===== src/rtl/sum_bcd_display_pkg.sv =====
// sum_bcd_display_pkg: FSM state type and active-low 7-segment digit patterns (bit 6 = g).
package sum_bcd_display_pkg;
  typedef enum logic [1:0] {IDLE, SHIFT, DONE} state_t;
  localparam logic [6:0] SEG_0 = 7'b1000000;
  localparam logic [6:0] SEG_1 = 7'b1111001;
  localparam logic [6:0] SEG_2 = 7'b0100100;
  localparam logic [6:0] SEG_3 = 7'b0110000;
  localparam logic [6:0] SEG_4 = 7'b0011001;
  localparam logic [6:0] SEG_5 = 7'b0010010;
  localparam logic [6:0] SEG_6 = 7'b0000010;
  localparam logic [6:0] SEG_7 = 7'b1111000;
  localparam logic [6:0] SEG_8 = 7'b0000000;
  localparam logic [6:0] SEG_9 = 7'b0010000;
  localparam logic [6:0] SEG_BLANK = 7'b1111111;
endpackage


===== src/rtl/sum_bcd_display_seg7.sv =====
// seg7_decoder: BCD digit to active-low 7-segment pattern, blank for non-decimal codes.
module seg7_decoder
  import sum_bcd_display_pkg::*;
(
  input  logic [3:0] bcd,
  output logic [6:0] seg
);
  always_comb begin
    seg = SEG_BLANK;
    case (bcd)
      4'd0: seg = SEG_0;
      4'd1: seg = SEG_1;
      4'd2: seg = SEG_2;
      4'd3: seg = SEG_3;
      4'd4: seg = SEG_4;
      4'd5: seg = SEG_5;
      4'd6: seg = SEG_6;
      4'd7: seg = SEG_7;
      4'd8: seg = SEG_8;
      4'd9: seg = SEG_9;
      default: seg = SEG_BLANK;
    endcase
  end
endmodule


===== src/rtl/sum_bcd_display.sv =====
// sum_bcd_display: sequential shift-and-add-3 binary to two-digit BCD converter.
// Define SEG7_DECODE_EN to add the HEX1/HEX0 7-segment outputs.
module sum_bcd_display
  import sum_bcd_display_pkg::*;
#(
  parameter int W = 5
) (
  input  logic         CLOCK_50,
  input  logic         RESET,
  input  logic         start,
  input  logic [W-1:0] sum_in,
  output logic         busy,
  output logic         done,
  output logic [3:0]   bcd_tens,
  output logic [3:0]   bcd_ones
`ifdef SEG7_DECODE_EN
  ,
  output logic [6:0]   HEX1,
  output logic [6:0]   HEX0
`endif
);
  localparam int CW = $clog2(W + 1);
  state_t state;
  logic [W-1:0] sreg;
  logic [7:0] scratch, adj;
  logic [W+7:0] nxt;
  logic [CW-1:0] cnt;
  // correct each nibble before the shift so it stays a valid BCD digit afterwards
  assign adj = {scratch[7:4] + (scratch[7:4] >= 4'd5 ? 4'd3 : 4'd0),
                scratch[3:0] + (scratch[3:0] >= 4'd5 ? 4'd3 : 4'd0)};
  assign nxt = {adj, sreg} << 1;
  always_ff @(posedge CLOCK_50 or posedge RESET) begin
    if (RESET) begin
      state    <= IDLE;
      sreg     <= '0;
      scratch  <= '0;
      cnt      <= '0;
      busy     <= 1'b0;
      done     <= 1'b0;
      bcd_tens <= '0;
      bcd_ones <= '0;
    end else begin
      done <= 1'b0;
      case (state)
        IDLE: if (start) begin
          sreg    <= sum_in;
          scratch <= '0;
          cnt     <= '0;
          busy    <= 1'b1;
          state   <= SHIFT;
        end
        SHIFT: begin
          scratch <= nxt[W+7:W];
          sreg    <= nxt[W-1:0];
          cnt     <= cnt + 1'b1;
          if (cnt == CW'(W - 1)) state <= DONE;
        end
        DONE: begin
          bcd_tens <= scratch[7:4];
          bcd_ones <= scratch[3:0];
          done     <= 1'b1;
          busy     <= 1'b0;
          state    <= IDLE;
        end
        default: state <= IDLE;
      endcase
    end
  end
`ifdef SEG7_DECODE_EN
  seg7_decoder u_tens (.bcd(bcd_tens), .seg(HEX1));
  seg7_decoder u_ones (.bcd(bcd_ones), .seg(HEX0));
`endif
endmodule


===== config.mk =====
export PLATFORM = sky130hd
export DESIGN_NAME = sum_bcd_display
export DESIGN_NICKNAME = d
export VERILOG_FILES = /design/src/rtl/sum_bcd_display_pkg.sv /design/src/rtl/sum_bcd_display_seg7.sv /design/src/rtl/sum_bcd_display.sv
export SDC_FILE = /design/constraint.sdc
export NUM_CORES = 1
export LEC_CHECK = 0
export ABC_AREA = 1
export BUFFER_PORTS_ARGS = -buffer_cell sky130_fd_sc_hd__buf_2
export CAP_MARGIN = 20
export CORE_MARGIN = 2
export CORE_UTILIZATION = 59
export CTS_CLUSTER_SIZE = 40
export DETAILED_ROUTE_END_ITERATION = 10
export PLACE_DENSITY = 0.85
export REMOVE_ABC_BUFFERS = 1
export SLEW_MARGIN = 20
export SYNTH_ARGS = -nofsm -noshare
export SYNTH_HDL_FRONTEND = slang
export SYNTH_SLANG_ARGS = --single-unit

===== constraint.sdc =====
create_clock -name CLOCK_50 -period 3.3 [get_ports CLOCK_50]
set_clock_uncertainty 0.15 [all_clocks]
set_input_delay 0.165 -clock CLOCK_50 [delete_from_list [all_inputs] [get_ports CLOCK_50]]
set_output_delay 0.165 -clock CLOCK_50 [all_outputs]
set_load 0.1 [all_outputs]

==> summary.md <==
| Metric | Value |
|---|---|
| Post-Route WL | `around 2.3 mm` |
| Gp weighted congestion | `just under 0.9` |
| YS warnings | `0` |
| Layout area overhead | `14.0%` |
| Root Buffer | `clkbuf_4` |
| Worst-Margin Slew | `between 0.5 and 0.6 ns` |
| Synth Register Bits | `28` |
| Via count | `between 900 and 1k` |
| Unique masters post-synth | `21` |
| Overflow after GRT | `0` |
| Setup TNS | `0 ns` |
| Min Hold Slack | `-0.000157 ns` |
| Launch point of the worst reg-to-reg path | `scratch[2]` |
| Antenna violations before repair | `0` |
| Share of layout cells above drive strength 1 | `18.1%` |
| Syn avg cell area | `just over 9 um^2` |
| Slowest stage delay, CP | `between 0.4 and 0.5 ns` |
| RSZ-0062 raised after global routing | `no` |
| Worst reg2reg setup slack | `between 1 and 1.5 ns` |
| Hold/Removal Path Class | `input port to flip-flop` |
| Syn Std Cell Area | `1300 um^2` |
| Crit path launch | `scratch[2]` |
| Largest net degree at the start of global routing | `29` |
| Clock-pin slew on the worst setup and hold paths | `0.15 ns` |
| Sequential fraction of the synthesis area | `roughly 54%` |
| Max Cap Viol | `0` |
| Total CTS buffers | `3` |
| Endpoint kind of the worst setup timing path | `flip-flop` |
| Fmax | `~480 MHz` |
| Nets | `about 180` |
| Via density | `between 5 and 6` |
| Core area | `2150 um^2` |
| WL/cell | `roughly 12 um` |
| Worst Path Required | `between 3 and 4 ns` |
| Die W | `51.0 um` |
| CTS Buffer Depth | `2` |
| Die Ht | `51.0 um` |
| Commonest non-fill, non-tap cell in the layout | `nand2_1` |
| Worst flop-to-flop path endpoint | `scratch[3]` |
| Sink Count | `28` |
| Clock latency on the worst-skew pair | `0.34 ns` |
| Most frequent cells in the layout | `45 x nand2_1, 28 x dfrtp_1, 17 x inv_1, 17 x buf_2, 11 x o21ai_0` |
| Die area | `~2600 um^2` |
| Crit Path Category | `flip-flop to flip-flop` |
| Gate Count Post-Synth | `around 140` |
| Crit-path cells | `inv_1 -> o21ai_0 -> ha_1 -> inv_1 -> fa_1 -> xor2_1 -> o21ai_1` |
| Initial Util | `60.6%` |
| Post-CTS resize count | `0` |
| Outcome | `complete, but fails checks` |
| Critical path's slowest cell | `dfrtp_1` |
| CTS tree | `done` |
| CP most frequent cell | `inv_1` |
| Number of inserted diodes | `0` |
| IO Port Bufs | `17` |
| Postcts setup bufs | `0` |
| Worst Path Arrival | `between 2 and 2.5 ns` |
| Min Tclk post-route | `between 2 and 2.5 ns` |
| IO Pins | `18` |
| Fillers | `around 180` |
| DRT iter0 DRCs | `22` |
| Crit-path max FO | `5` |
| DRT antenna net count | `0` |
| Max-slew violation count | `0` |
| Vias in the first global route | `955` |
| GRT Total Usage | `between 20% and 30%` |
| Slew HR | `between 60% and 70%` |
| Failing checks | `hold timing` |
| Setup violators final | `0` |
| Final HPWL DP | `1.67 mm` |
| Drt first pass iters | `4` |
| Period Utilization, post-route | `a little over three fifths` |
| Final hold vios | `1` |
| Crit start category | `flip-flop` |
| FP Rows | `17` |
| First-pass GRT wire length | `approximately 4.0 mm` |
| H-tree levels | `1` |
| Drt drc | `0` |
| Critical Path Sink | `scratch[3]` |
| R2R cell count | `7` |
==> registers in the layout, summed over array words and instances (netlist names) <==
register	cells
scratch	8
sreg	5
bcd_ones	4
bcd_tens	4
cnt	3
state	2
busy	1
done	1
==> worst min-delay path by stage <==
stage,from,end,depth (start not counted)
3_3_place_gp,sum_in[0],sreg[0],3
4_1_cts,sum_in[2],sreg[2],5
5_1_grt,sum_in[2],sreg[2],5
3_5_place_dp,sum_in[0],sreg[0],3
6_report,sum_in[2],sreg[2],5
2_1_floorplan,RESET,bcd_ones[0],1
==> cells in the mapped netlist, drive strengths merged <==
library cell	n	area share [%]
buf	3	1.8
fa	2	3.1
ha	5	4.8
xnor2	1	0.67
xor2	1	0.67
or2	1	0.48
nand2	47	14
nand3	6	2.3
o22ai	3	1.4
a31oi	1	0.48
dfrtp	28	54
inv	21	6.1
nor2	3	1.4
o21ai	21	8.9
==> final cells by class <==
| type | count | area [um^2] | share of cell area, % |
|---|---|---|---|
| repair buffers | 22 | 135 | 9.11 |
| clock buffers | 4 | 36.3 | 2.45 |
| multi-input cells | 91 | 498 | 33.6 |
| flip-flops and latches | 28 | 701 | 47.2 |
| well taps | 28 | 35.0 | 2.36 |
| inverters | 21 | 78.8 | 5.31 |
==> critical path: cells and delay by family, from the launching register on <==
family,cells,cell delay (ns)
flops,1,0.45
fa+ha+maj,2,0.65
xor+xnor,1,0.15
compound gates,2,0.44
buf+inv,2,0.15
==> logic make-up (layout without fill, tap and decap cells) <==
kind of cell	Yosys count	count (layout)	synth area share (%)
xor gates and xnor gates	2	2	1.35
DFF	28	28	53.8
buffers and inverters	24	47	7.88
AOI/OAI and AO/OA	25	25	10.9
and+or+nand+nor	57	57	18.2
adders and majority gates	7	7	7.88
==> per-layer routing <==
layer / wire length [um] / vias to the layer above / GRT usage (%)
li1: - / 498 / -
met5: 0 / - / 0
met2: 1140 / 20 / 36.8
met1: 1030 / 450 / 25.0
met4: 25 / 0 / 6.31
met3: 70 / 3 / 2.92
==> stage by stage <==
stage	hold WS (ns)	cells	cell area, um^2	worst slack [ns]	utilization, %
after floorplan	0.0804	140	1280	1.47	-
after global placement	0.281	185	1400	1.42	65.1
after detailed placement	0.292	185	1400	1.28	65.1
after CTS	0.000688	194	1480	1.23	69.1
after global routing	0.0289	194	1480	1.10	69.1
final	-0.000157	194	1480	1.22	69.1
==> what timing repair did <==
item | 4_1_cts | 5_1_grt
hold buffers | 5 | 0
endpoints found under the hold margin | 32 | 0
setup endpoints to repair | 0 | 0
Power is left out: the tool's default activity adds up to more than one toggle a clock period on the data nets, which glitch-free logic cannot reach.
